`src/rtl/mlp_feature_loader.sv`:
```
// mlp_feature_loader
// Front-end for the 21x4-bit combinational printed MLP classifier.
// Features arrive one per valid/ready beat and are assembled into the flat
// classifier input vector. That vector is then held for SETTLE_CYC cycles so
// the classifier output can settle. The class index is registered and offered
// on a valid/ready result port.
//
// Optional build macro: FRAME_CHECK_EN
//   When it is defined, every accepted beat is checked against feat_last.
//   A mismatch drops the beat, pulses frame_err and restarts the frame.
//   When it is undefined, feat_last is ignored and frame_err is held at 0.
module mlp_feature_loader #(
  parameter int N_FEAT     = 21,
  parameter int FEAT_W     = 4,
  parameter int CLS_W      = 2,
  parameter int SETTLE_CYC = 1
) (
  input  logic                       clk,
  input  logic                       rst,
  input  logic                       feat_valid,
  output logic                       feat_ready,
  input  logic [FEAT_W-1:0]          feat_data,
  input  logic                       feat_last,
  output logic [N_FEAT*FEAT_W-1:0]   clf_inp,
  input  logic [CLS_W-1:0]           clf_out,
  output logic                       cls_valid,
  input  logic                       cls_ready,
  output logic [CLS_W-1:0]           cls_data,
  output logic                       frame_err
);

  localparam int CNT_W = (N_FEAT > 1) ? $clog2(N_FEAT) : 1;
  localparam int SET_W = $clog2(SETTLE_CYC + 1);

  localparam logic [CNT_W-1:0] LAST_IDX    = CNT_W'(N_FEAT - 1);
  localparam logic [SET_W-1:0] SETTLE_INIT = SET_W'(SETTLE_CYC);
  localparam logic [SET_W-1:0] SETTLE_ONE  = SET_W'(1);

  typedef enum logic [1:0] {
    ST_LOAD   = 2'd0,
    ST_SETTLE = 2'd1,
    ST_HOLD   = 2'd2
  } state_t;

  state_t                      state_r;
  state_t                      state_s;
  logic [CNT_W-1:0]            cnt_r;
  logic [CNT_W-1:0]            cnt_s;
  logic [SET_W-1:0]            settle_r;
  logic [SET_W-1:0]            settle_s;
  logic [N_FEAT*FEAT_W-1:0]    inp_r;
  logic [CLS_W-1:0]            cls_data_r;
  logic                        cls_valid_r;
  logic                        feat_ready_r;
  logic                        frame_err_r;

  logic                        accept_s;
  logic                        beat_err_s;
  logic                        write_s;
  logic                        err_s;
  logic                        capture_s;
  logic                        release_s;

  assign accept_s = feat_valid & feat_ready_r;

`ifdef FRAME_CHECK_EN
  // A beat is malformed when its last flag disagrees with its slot position.
  assign beat_err_s = feat_last ^ (cnt_r == LAST_IDX);
`else
  // Without frame checking a frame ends purely on the beat count.
  logic unused_last_s;
  assign unused_last_s = feat_last;
  assign beat_err_s    = 1'b0;
`endif

  // Next-state logic: beat counting, settle countdown and result handshake.
  always_comb begin
    state_s   = state_r;
    cnt_s     = cnt_r;
    settle_s  = settle_r;
    write_s   = 1'b0;
    err_s     = 1'b0;
    capture_s = 1'b0;
    release_s = 1'b0;
    case (state_r)
      ST_LOAD: begin
        if (accept_s) begin
          if (beat_err_s) begin
            // Malformed frame: drop this beat and restart at feature 0.
            err_s = 1'b1;
            cnt_s = '0;
          end else begin
            write_s = 1'b1;
            if (cnt_r == LAST_IDX) begin
              cnt_s    = '0;
              settle_s = SETTLE_INIT;
              state_s  = ST_SETTLE;
            end else begin
              cnt_s = cnt_r + CNT_W'(1);
            end
          end
        end else begin
          cnt_s = cnt_r;
        end
      end
      ST_SETTLE: begin
        // The count reaching 1 marks the last settle cycle; sample then.
        if (settle_r <= SETTLE_ONE) begin
          capture_s = 1'b1;
          settle_s  = '0;
          state_s   = ST_HOLD;
        end else begin
          settle_s = settle_r - SETTLE_ONE;
        end
      end
      ST_HOLD: begin
        if (cls_ready) begin
          release_s = 1'b1;
          state_s   = ST_LOAD;
        end else begin
          state_s = ST_HOLD;
        end
      end
      default: begin
        state_s  = ST_LOAD;
        cnt_s    = '0;
        settle_s = '0;
      end
    endcase
  end

  // Control registers: state, counters, ready, result and error pulse.
  always_ff @(posedge clk) begin
    if (rst) begin
      state_r      <= ST_LOAD;
      cnt_r        <= '0;
      settle_r     <= '0;
      feat_ready_r <= 1'b1;
      cls_valid_r  <= 1'b0;
      cls_data_r   <= '0;
      frame_err_r  <= 1'b0;
    end else begin
      state_r      <= state_s;
      cnt_r        <= cnt_s;
      settle_r     <= settle_s;
      feat_ready_r <= (state_s == ST_LOAD);
      frame_err_r  <= err_s;
      if (capture_s) begin
        cls_data_r  <= clf_out;
        cls_valid_r <= 1'b1;
      end else if (release_s) begin
        cls_valid_r <= 1'b0;
      end
    end
  end

  // Feature slots: only reset clears them; each accepted beat overwrites its slot.
  always_ff @(posedge clk) begin
    if (rst) begin
      inp_r <= '0;
    end else begin
      for (int k = 0; k < N_FEAT; k++) begin
        if (write_s && (cnt_r == CNT_W'(k))) begin
          inp_r[k*FEAT_W +: FEAT_W] <= feat_data;
        end
      end
    end
  end

  assign feat_ready = feat_ready_r;
  assign clf_inp    = inp_r;
  assign cls_valid  = cls_valid_r;
  assign cls_data   = cls_data_r;
  assign frame_err  = frame_err_r;

endmodule
```
`config.mk`:
```
export PLATFORM = sky130hd
export DESIGN_NAME = mlp_feature_loader
export DESIGN_NICKNAME = d
export VERILOG_FILES = /design/src/rtl/mlp_feature_loader.sv
export SDC_FILE = /design/constraint.sdc
export NUM_CORES = 1
export LEC_CHECK = 0
export ABC_AREA = 1
export CAP_MARGIN = 0
export CELL_PAD_IN_SITES_DETAIL_PLACEMENT = 1
export CELL_PAD_IN_SITES_GLOBAL_PLACEMENT = 2
export CORE_MARGIN = 4
export CORE_UTILIZATION = 26
export DETAILED_ROUTE_END_ITERATION = 12
export GPL_ROUTABILITY_DRIVEN = 0
export PLACE_DENSITY_LB_ADDON = 0.1
export SYNTH_ARGS = -nofsm -noshare
export SYNTH_HDL_FRONTEND = slang
export SYNTH_SLANG_ARGS = --single-unit
```
`constraint.sdc`:
```
create_clock -name clk -period 1.94 [get_ports clk]
set_input_delay 0.194 -clock clk [delete_from_list [all_inputs] [get_ports clk]]
set_output_delay 0.194 -clock clk [all_outputs]
set_load 0.1 [all_outputs]
```
# Yosys cells after proc, flatten, opt, wreduce, memory -nomap -nowiden
# Cells that the tools add are included.
# W data, S select, Z words.
# word_totals
register_bits	96
input_bits	11
# classes
addsub	2
n_lt_le_gt_ge	1
eq_ne	24
n_mux	20
n_bitwise	3
reduce_logical	28
# ops
op	n
$eq A5 B4 Y1 const B	8
$eq A5 B5 Y1 const B	5
$logic_and A1 B1 Y1	21
$eq A5 B3 Y1 const B	4
$mux W1	11
$eq A5 B2 Y1 const B	2
$mux W5	2
$pmux W5 S2	1
$mux W2	4
$pmux W2 S3	1
$add A5 B1 Y5 const B	1
$eq A5 B1 Y1 const B	1
$logic_not A5 Y1	1
$logic_not A2 Y1	2
$ne A2 B2 Y1 const B	2
$pmux W1 S3	1
$reduce_and A3 Y1	1
$eq A2 B1 Y1 const B	1
$eq A2 B2 Y1 const B	1
$not A1 Y1	2
$reduce_and A2 Y1	1
$reduce_bool A2 Y1	1
$reduce_or A2 Y1	1
$and A1 B1 Y1	1
2 further kinds	2

# Longest topological paths before layout
# Gate-level depths: netlist (run 1).
# logic_depth
ltp_word	5
ltp_mapped	9
mapped_depth_nobuf	9

# Worst setup path before layout (run 1)
# Ideal clock, no wire load.
# synth_timing
kind	register to register
from	reg feat_ready_r (netlist: feat_ready)
to	reg inp_r[20] (netlist: clf_inp[20])
setup_time_ns	0.114
arrival_ns	1.914
required_ns	1.826
setup_slack_ns	-0.087
stages_incl_launch_ff	8
n_path_buf	0
cell_sequence	dfxtp_1 > nand2_2 > inv_1 > nand2_4 > nor2_4 > nand2_1 > nor2_1 > nor2_1
# synth_between
elab_chain_cells	4
# synth_lines
element	line	source
start, declared	54	logic feat_ready_r;
start signal, assigned	146	feat_ready_r <= (state_s == ST_LOAD);
$and A1 B1 Y1	64	assign accept_s = feat_valid & feat_ready_r;
$mux W1	87	if (accept_s) begin
$mux W1	85	case (state_r)
$logic_and A1 B1 Y1	163	if (write_s && (cnt_r == CNT_W'(k))) begin
end signal, assigned by index	164	inp_r[k*FEAT_W +: FEAT_W] <= feat_data;
end, declared	51	logic [N_FEAT*FEAT_W-1:0] inp_r;
# No other way between the ends.
# A chain may end at the register's enable or synchronous reset.

# Worst setup path after layout (run 1)
# layout_timing
from	reg state_r[0]
to	reg inp_r[23] (netlist: clf_inp[23])
# layout_between
elab_chain_cells	3
# layout_lines
element	line	source
start, declared	45	state_t state_r;
start signal, assigned	143	state_r <= state_s;
$logic_not A2 Y1	85	
$mux W1	85	
$logic_and A1 B1 Y1	163	
# No other way between the ends.

==> results.ini, run 1 <==
[synth]
synth_top_area_frac=0.462
synth-edff-count=0
syn-cell-area_mm2=0.00412
synthCells=603
synth-main-ff-cell=dfxtp_1
async_flop_share=0
syn_area_per_cell_um2=6.83
ys_types=25
ys_warn_count=0
yosys-top-cells-count=nand2_1, nor2_1, dfxtp_1
yosysSeqAreaShare=0.462
synthTopCellsByArea=dfxtp_1, nand2_1, nor2_1
ys_seq_elements=95
syn-num-nets=623
yosysMostFrequentCell=nand2_1
synth_area_leader_cell=dfxtp_1

[setup_path]
max_stage_delay_ps=330
r2r_end=clf_inp[23]
critPathCaptureType=flip-flop
crit_top_cell=nand2_1
cp_cell_sequence=inv_1 -> ha_2 -> nand2_4 -> nor2_4 -> nand2_1 -> nand2_1 -> nand2_1 -> nor2_1
cp_slowest_cell=dfxtp_1
criticalPathCategory=reg2reg
worstPathArrival_ps=1950
path_buf_inv=1
cp_max_fo=8
reg2reg_depth=8
reg2reg_slack_ps=270
r2r_start=state_r[0]
path_depth=8
crit_path_start_kind=flip-flop
required_ps=2220
crit_family=simple AND/OR/NAND/NOR gates

[worst_hold_path]
hold_depth=3
hold_class=in2reg
holdCritStartpoint=clf_out[0]
holdPathEnd=cls_data[0]

[place]
portBuffers=97
pre_cts_slack_ps=149
dp_hpwl_um=9210

[clocking]
tritoncts=done
hold_buffers=0
root_buffer=clkbuf_16
clock_sinks=95
h-tree-depth=3
cts-buffers-inserted=9
path_clk_slew_ps=70
cts_resized=0
cts_buffer_depth=2
clk_latency_ps=350
cts_setup_buffers=0

[cells_and_area]
num-nets-final=728
antennaDiodeCount=0
drive_gt1_frac=0.191
areaGrowthSynthToFinish_pct=32.0

[floorplan]
core_area_mm2=0.0154
fp.dieArea_mm2=0.0179
row_count=45
ios=100
chipWidth_um=134
initial_core_util=0.268
die_h_um=134

[routing]
wl_per_cell_um=13.7
remaining_drc_errors=0
wirelength_um=12600
dr.pass1.iters=4
via_count=3875
drtIter0Drc=136
postRouteAntennaNets=0
viasPerCell=4.20

[global_routing]
gr-total-overflow=0
grt_pass1_wl_um=20400
grtUsageTotal=0.144
grt_max_degree=85
first_global_vias=3902
antenna_found_initial=0

[pwr]
max-vdd-ir-drop_mv=0.373
sequentialPowerShare=0.487
p_leak_nw=2.75
swShare=0.266
switchingPower_mw=1.09
powerDensity_mw_per_mm2=752
power_frac_comb=0.106
p_int_mw=3.00
power.clock.fraction=0.407

[timing]
final-max-slew-violation-count=0
setup_slack_ps=268
min_period_ps=1670
fmax_ghz=0.598
whs_ps=447
setup_viol=0
hold_violations=0
min_period_over_period=0.862
finalSetupTns_ps=0
finalClockSkew_ps=8.54
rsz0062_at_grt=false

[job]
cap_viol_max_count=0

[status]
status=finished clean

[per-stage QoR]
step / instance area, um2 / power, mW / util / instances
floorplan: 4120 / 2.34 / - / 603
global placement: 5170 / 2.47 / 0.336 / 908
detailed placement: 5170 / 2.48 / 0.336 / 908
CTS: 5440 / 4.16 / 0.354 / 922
global route: 5440 / 4.27 / 0.354 / 922
finish: 5440 / 4.09 / 0.354 / 922
[sequential cells by signal, indices dropped and copies added, names as in the netlist]
name	cells
cls_valid	1
state_r	2
cls_data	2
clf_inp	84
cnt_r	5
feat_ready	1
[logic make-up after synthesis]
group,Yosys count,synth area share
other,1,0.000910
adder cells (fa/ha/maj),9,0.0273
AO/OA/AOI/OAI,24,0.0307
flip-flops,95,0.462
AND/OR/NAND/NOR,390,0.399
buffers and inverters,84,0.0808
[worst min-delay path: stages]
cell and delay, ps:
clkdlybuf4s50_1 400, nor2_1 100, nor2_1 50
[routing by layer]
layer / up-vias / routed length (um) / GRT usage / part of all wire
met3: 18 / 540 / 0.0315 / 0.043
li1: 1998 / - / - / -
met4: 0 / 282 / 0.0594 / 0.022
met5: - / 0 / 0 / 0
met2: 60 / 6150 / 0.243 / 0.49
met1: 1799 / 5610 / 0.177 / 0.45
[cells in the final DEF, fill, tap and decap left out]
cell type          n
ha_1               8
clkbuf_16          9
nor3_1             3
inv_2              2
inv_4              1
ha_2               1
clkbuf_8           2
inv_1             64
nor2_8             4
nand2_2            5
o21ai_0           11
a21boi_0           1
dfxtp_1           94
nor2_1           174
a21oi_2            1
clkinv_1           1
nand4_1            4
clkdlybuf4s50_1    9
clkbuf_1           2
nand2_8            1
conb_1             1
nand3_1           14
nand2_1          178
buf_4            100
nand2_4            2
buf_12             1
nor2_4             5
clkinv_2           1
a21oi_1           11
dfxtp_2            1
[area by class of cell]
cell class                 count  area, um2
clock buffer                  13        260
clock inverter                 1       5.00
fill                        1932       9930
inverter                      68        258
multi-input combinational    424       1890
sequential                    95       1900
tap                          211        264
timing repair buffer         110        861
[worst max-delay path by stage]
stage,end,startpoint
detailed placement,clf_inp[23],state_r[0]
CTS,clf_inp[23],state_r[0]
floorplan,clf_inp[20],feat_ready
global placement,clf_inp[16],state_r[0]
global route,clf_inp[36],state_r[0]
finish,clf_inp[23],state_r[0]
[power groups by stage]
stage	sequential [mW]	clock (mW)	combinational, mW
6_report	1.99	1.66	0.434
2_1_floorplan	2.17	0	0.170
4_1_cts	1.99	1.73	0.445
5_1_grt	1.99	1.81	0.475
3_5_place_dp	2.03	0	0.444
3_3_place_gp	2.03	0	0.439
(Power assumes the default switching activity.)
==> run 2, diff against run 1 <==
PLACE_DENSITY = 0.76   (was not set)
PLACE_DENSITY_LB_ADDON = not set   (was 0.1)
clock period = 1.72 ns   (was 1.94 ns; I/O delays follow)
==> results.ini, run 2 (synthesis gave the netlist of run 1 again) <==
[status]
status=finished clean

[setup_path]
cp_cell_sequence=inv_1 -> ha_4 -> inv_4 -> nor2_8 -> nand2_4 -> nor2_4 -> nand2_1 -> nand2_1 -> nor2_1
cp_max_fo=8
crit_top_cell=nand2_1
critPathCaptureType=flip-flop
crit_path_start_kind=flip-flop
max_stage_delay_ps=330
crit_family=simple AND/OR/NAND/NOR gates
worstPathArrival_ps=1780
criticalPathCategory=reg2reg
path_buf_inv=2
required_ps=1970
cp_slowest_cell=dfxtp_1

[routing]
wl_per_cell_um=13.5
via_count=3946
postRouteAntennaNets=0
wirelength_um=12600
drtIter0Drc=109
viasPerCell=4.23
remaining_drc_errors=0
dr.pass1.iters=4

[pwr]
power_mw=4.67
powerDensity_mw_per_mm2=834
p_int_mw=3.42
swShare=0.268
power_frac_comb=0.108
sequentialPowerShare=0.481
switchingPower_mw=1.25
p_leak_nw=2.80
power.clock.fraction=0.411
max-vdd-ir-drop_mv=0.413

[global_routing]
grt_max_degree=46
grtUsageTotal=0.145
gr-total-overflow=0
grt_pass1_wl_um=20600
antenna_found_initial=0
first_global_vias=4048

[clocking]
hold_buffers=0
path_clk_slew_ps=60
clock_sinks=95
clk_latency_ps=360
tritoncts=done
h-tree-depth=3
cts_buffer_depth=2
cts-buffers-inserted=9
root_buffer=clkbuf_16
cts_setup_buffers=0

[cells_and_area]
nFillCells=1941
layout.cells.most_common_list=nand2_1, nor2_1, buf_4, dfxtp_1, inv_1
antennaDiodeCount=0
final_common_cell=nand2_1
fin_cells=932
fin_area_mm2=0.00559
num-nets-final=736
drive_gt1_frac=0.205
largest_reg_flops=84
fin_util=0.364
areaGrowthSynthToFinish_pct=35.8

[timing]
whs_ps=412
hold_violations=0
fmax_ghz=0.654
min_period_ps=1530
final-max-slew-violation-count=0
rsz0062_at_grt=false
setup_slack_ps=190
setup_viol=0
finalClockSkew_ps=6.84
finalSetupTns_ps=0
min_period_over_period=0.889

[floorplan]
ios=100
fp.dieArea_mm2=0.0179
die_h_um=134
row_count=45
core_area_mm2=0.0154
chipWidth_um=134
initial_core_util=0.268

[place]
dp_hpwl_um=9700
portBuffers=97
dp_cells=916
dpl_cell_area_mm2=0.00529
pre_cts_slack_ps=46.3

[worst_hold_path]
hold_class=in2reg

[job]
cap_viol_max_count=0

## run 2: routing by layer
metal,GRT usage,wire length (um),vias to the layer above
met1,0.169,5310,1847
li1,-,-,2023
met2,0.259,6450,66
met3,0.0435,626,10
met5,0,0,-
met4,0.0411,161,0
## run 2: path summary, 6_finish.rpt
check	endpoint	slack, ps	cells after the start	start
worst max-delay path	clf_inp[15]	190	9	state_r[0]
worst min-delay path	cls_data[1]	410	3	clf_out[1]
worst max register to register	clf_inp[15]	190	9	state_r[0]
worst min register to register	clf_inp[64]	470	2	clf_inp[64]
## run 2: layout make-up
cell class	count	area (um2)	share of cell area
Multi-Input combinational cell	424	1900	0.341
Sequential cell	95	1900	0.340
Timing Repair Buffer	118	983	0.176
Clock buffer	14	264	0.0472
Tap cell	211	264	0.0472
Inverter	68	258	0.0461
Clock inverter	2	15.0	0.00269
## run 2: worst min-delay path: stages
cell and delay (ps):
clkdlybuf4s50_1 400, nor2_1 100, nor2_1 50
## run 2: power groups by stage
stage                     sequential [mW]  combinational, mW  clock, mW
after global routing                 2.24              0.546       2.09
after detailed placement             2.29              0.511          0
after global placement               2.29              0.504          0
after floorplan                      2.45              0.192          0
final                                2.24              0.504       1.92
after CTS                            2.24              0.512       2.01
## run 2: repair_timing
item	in CTS	in global routing
endpoints found under the setup margin	0	70
hold endpoints to repair	0	0
resized for setup	0	5
==> run 3, diff against run 2 <==
CORE_ASPECT_RATIO = 1.5   (was not set)
CORE_UTILIZATION = 27   (was 26)
CTS_BUF_LIST = sky130_fd_sc_hd__clkbuf_2 sky130_fd_sc_hd__clkbuf_4 sky130_fd_sc_hd__clkbuf_8   (was not set)
PLACE_DENSITY = 0.79   (was 0.76)
==> results.ini, run 3 (synthesis gave the netlist of run 1 again) <==
[clocking]
cts_setup_buffers=0
clk_latency_ps=370
hold_buffers=0
cts-buffers-inserted=9
clock_sinks=95
cts_buffer_depth=2
tritoncts=done
h-tree-depth=3
root_buffer=clkbuf_8
path_clk_slew_ps=90

[job]
cap_viol_max_count=0

[global_routing]
globalRouteMet1Util=0.157
grt_pass1_wl_um=20100
grt_max_degree=64
met2_usage=0.278
first_global_vias=4039
antenna_found_initial=0
use_met3=0.0268
gr-total-overflow=0
grtUsageTotal=0.146
busiest_layer=met2

[timing]
fmax_ghz=0.649
setup_viol=0
finalClockSkew_ps=12.8
finalSetupTns_ps=0
hold_violations=0
final-max-slew-violation-count=0
whs_ps=391
setup_slack_ps=178
min_period_ps=1540
rsz0062_at_grt=true
min_period_over_period=0.896

[setup_path]
r2r_end=clf_inp[16]
reg2reg_slack_ps=180
required_ps=1990
crit_path_start_kind=flip-flop
cp_max_fo=8
criticalPathCategory=reg2reg
critPathCaptureType=flip-flop
worstPathArrival_ps=1810
r2r_start=state_r[0]
reg2reg_depth=9

[routing]
via_count=3863
wl_per_cell_um=13.3
viasPerCell=4.21
postRouteAntennaNets=0
wirelength_um=12200
drtIter0Drc=125
dr.pass1.iters=4
remaining_drc_errors=0

[place]
dpl_cell_area_mm2=0.00526
dp_cells=901
portBuffers=97
dp_hpwl_um=9400
pre_cts_slack_ps=23.6

[pwr]
p_int_mw=3.22
powerDensity_mw_per_mm2=806
power.clock.fraction=0.380
max-vdd-ir-drop_mv=0.302
p_leak_nw=2.77
swShare=0.273
sequentialPowerShare=0.507
switchingPower_mw=1.21
power_frac_comb=0.113

[status]
status=finished clean

[cells_and_area]
largest_reg_flops=84
areaGrowthSynthToFinish_pct=33.3
fin_area_mm2=0.00549
final_common_cell=nand2_1
antennaDiodeCount=0
fin_cells=917
layout.cells.most_common_list=nand2_1, nor2_1, buf_4, dfxtp_1, inv_1
num-nets-final=733
drive_gt1_frac=0.205

[floorplan]
row_count=55
chipWidth_um=109
fp.dieArea_mm2=0.0173
ios=100
die_h_um=159
core_area_mm2=0.0150
initial_core_util=0.275

[worst_hold_path]
hold_class=in2reg
holdCritStartpoint=clf_out[1]
holdPathEnd=cls_data[1]
hold_depth=3

run 3: cell count changes in the layout (fill, tap and decap cells not counted), moves of 3 or more:
cell and change:
clkbuf_16 -9, clkbuf_8 +8, buf_4 -3, clkbuf_1 -3
run 3: what timing repair did:
item	4_1_cts	5_1_grt
endpoints found under the setup margin	0	59
gates resized for setup	0	3
endpoints found under the hold margin	0	0
run 3: stage by stage:
stage	utilization	total power, mW
final	0.366	4.42
after global routing	0.366	4.64
after detailed placement	0.350	2.80
after global placement	0.350	2.79
after CTS	0.366	4.51
after floorplan	-	2.64
run 3: area by class of cell:
class | count | area (um2)
Fill cell | 1980 | 9510
Sequential cell | 95 | 1910
Multi-Input combinational cell | 424 | 1890
Timing Repair Buffer | 115 | 961
Inverter | 68 | 258
Tap cell | 199 | 249
Clock buffer | 10 | 138
Clock inverter | 6 | 91.3
run 3: routing by layer:
| layer | share of wire | wire length, um |
|---|---|---|
| met1 | 0.40 | 4900 |
| met2 | 0.55 | 6670 |
| met4 | 0.016 | 200 |
| met3 | 0.035 | 433 |
| met5 | 0 | 0 |
run 3: how the worst max path moves through the flow:
stage / start / endpoint / cells past startpoint
floorplan: feat_ready / clf_inp[20] / 7
global placement: feat_valid / clf_inp[45] / 8
detailed placement: feat_valid / clf_inp[44] / 9
CTS: state_r[0] / clf_inp[44] / 8
global route: state_r[0] / clf_inp[44] / 8
finish: state_r[0] / clf_inp[16] / 9
run 3: critical path, cell delays in order (launching register included):
cell and delay [ps]:
dfxtp_2 350, inv_1 110, ha_2 270, inv_4 70, nor2_8 180, nand2_4 90, nor2_4 190, nand2_1 80
nand2_1 70, nor2_1 40
run 3: power by group through the flow:
| stage | Sequential [mW] | Combinational (mW) | Clock (mW) |
|---|---|---|---|
| finish | 2.24 | 0.498 | 1.68 |
| global route | 2.25 | 0.541 | 1.85 |
| CTS | 2.24 | 0.510 | 1.76 |
| detailed placement | 2.29 | 0.509 | 0 |
| global placement | 2.29 | 0.499 | 0 |
| floorplan | 2.45 | 0.192 | 0 |
==> RTL change, RTL diff (flow settings as in run 2) <==
Set the parameter `CLS_W` to 4 (it was 2).
--- a/src/rtl/mlp_feature_loader.sv
+++ b/src/rtl/mlp_feature_loader.sv
@@ -13,5 +13,5 @@
   parameter int N_FEAT     = 21,
   parameter int FEAT_W     = 4,
-  parameter int CLS_W      = 2,
+  parameter int CLS_W      = 4,
   parameter int SETTLE_CYC = 1
 ) (
Interface: changed (resized clf_out and cls_data); port bits go from 100 to 104. No check against the original RTL was run, so the function may have changed too.
==> RTL change against run 2 <==
Sequential cell count grew 2. Cell count is 0.11% lower. Setup slack lost 0.037 ns. Routed wire length fell by 0.59%. Area after synthesis shrank 0.64%. Final area about the same. Sequential share of layout area rose by 0.70 points. Power rose by 7.4%. Critical endpoint is now clf_inp[62]. Largest power group unchanged.
==> RTL change: results <==
group,metric,value,unit
cts,ctsLongestPathBuffers,2,
route,drt-met1-wl,5580,um
finish,nNetsFinal,737,
logic_synthesis,async_flop_share,0,%
route,met2_length,5960,um
worst_setup_path,critical_path.max_stage_delay,0.36,ns
worst_setup_path,r2r_start,"state_r[0]",
logic_synthesis,synthCells,599,
sta,setup_viol,0,
sta,hold_ws,0.414,ns
worst_hold_path,hold_path_depth,3,
worst_setup_path,cp_slowest_cell,"dfxtp_1",
sta,finalClockSkew,0.0110,ns
power,swShare,26.4,%
global_route,grt_pass1_vias,3997,
placement,place_hpwl,9280,um
worst_hold_path,hp-start,"clf_out[1]",
worst_setup_path,path_max_fanout,7,
cts,clkTransAtPathRegs,0.07,ns
worst_setup_path,r2r_cells,9,
worst_setup_path,arrival,1.81,ns
route,vias,3925,
global_route,antenna_found_initial,0,
route,drt-total-wl,12500,um
finish,largest_reg_flops,84,
logic_synthesis,syn_nets,621,
logic_synthesis,yosysSeqAreaShare,47.4,%
route,top_layer,"met4",
power,peakVddDrop,0.000479,V
finish,layout-drive-gt1-share,21.9,%
logic_synthesis,ys_warn_count,0,
run_status,status,"finished clean",
global_route,grt_pass1_wl,20300,um
logic_synthesis,synthTopCellsByArea,"dfxtp_1 (47%), nor2_1 (16%), nand2_1 (16%)",
worst_setup_path,regToRegSetupSlack,0.15,ns
route,drt_iter0_drc,135,
placement,place_inst,915,
worst_hold_path,hold_path_class,"input pin to flop",
worst_setup_path,endpoint,"clf_inp[62]",
route,via_per_inst,4.22,
sta,post-route-period-util,91.1,%
worst_setup_path,crit_family,"buffers and inverters",
finish,antenna_cells,0,
placement,placed_area,0.00525,mm^2
die,coreArea,0.0153,mm^2
logic_synthesis,synthDistinctLibCells,23,
placement,dp_slack,-0.0320,ns
route,route.met3.wl,747,um
cts,cts_resized,0,
global_route,grt_use_total,14.3,%
cts,post-cts-setup-buffer-count,0,
logic_synthesis,synth_common_cells,"nor2_1 (177), nand2_1 (173), dfxtp_1 (97)",
worst_hold_path,holdPathEnd,"cls_data[1]",
power,p_leak,2.67,nW
placement,port_buffers,101,
worst_setup_path,path_class,"flop to flop",
global_route,grt_max_degree,49,
## RTL change: cells by family after synthesis
group	Yosys count	share of synthesized area (%)
simple gates	394	39.6
fa+ha+maj	9	2.75
buf+inv	72	6.79
flops	97	47.4
other cells	1	0.0916
compound gates	26	3.33
## RTL change: area by class of cell
type | instances | area [um^2]
Inverter | 56 | 210
Timing Repair Buffer | 121 | 961
Multi-Input combinational cell | 430 | 1890
Fill cell | 1954 | 9720
Clock inverter | 7 | 100
Clock buffer | 9 | 225
Sequential cell | 97 | 1940
Tap cell | 211 | 264
## RTL change: power by group through the flow
stage	clock [mW]	sequential, mW	combinational [mW]
floorplan	0	2.49	0.192
global placement	0	2.34	0.502
detailed placement	0	2.34	0.511
CTS	2.32	2.29	0.513
global route	2.40	2.29	0.545
finish	2.22	2.29	0.505
## RTL change: routing by layer
metal | GRT usage [%] | vias to the layer above
li1 | - | 2030
met1 | 16.8 | 1816
met2 | 24.1 | 68
met3 | 4.87 | 11
met4 | 5.31 | 0
met5 | 0 | -
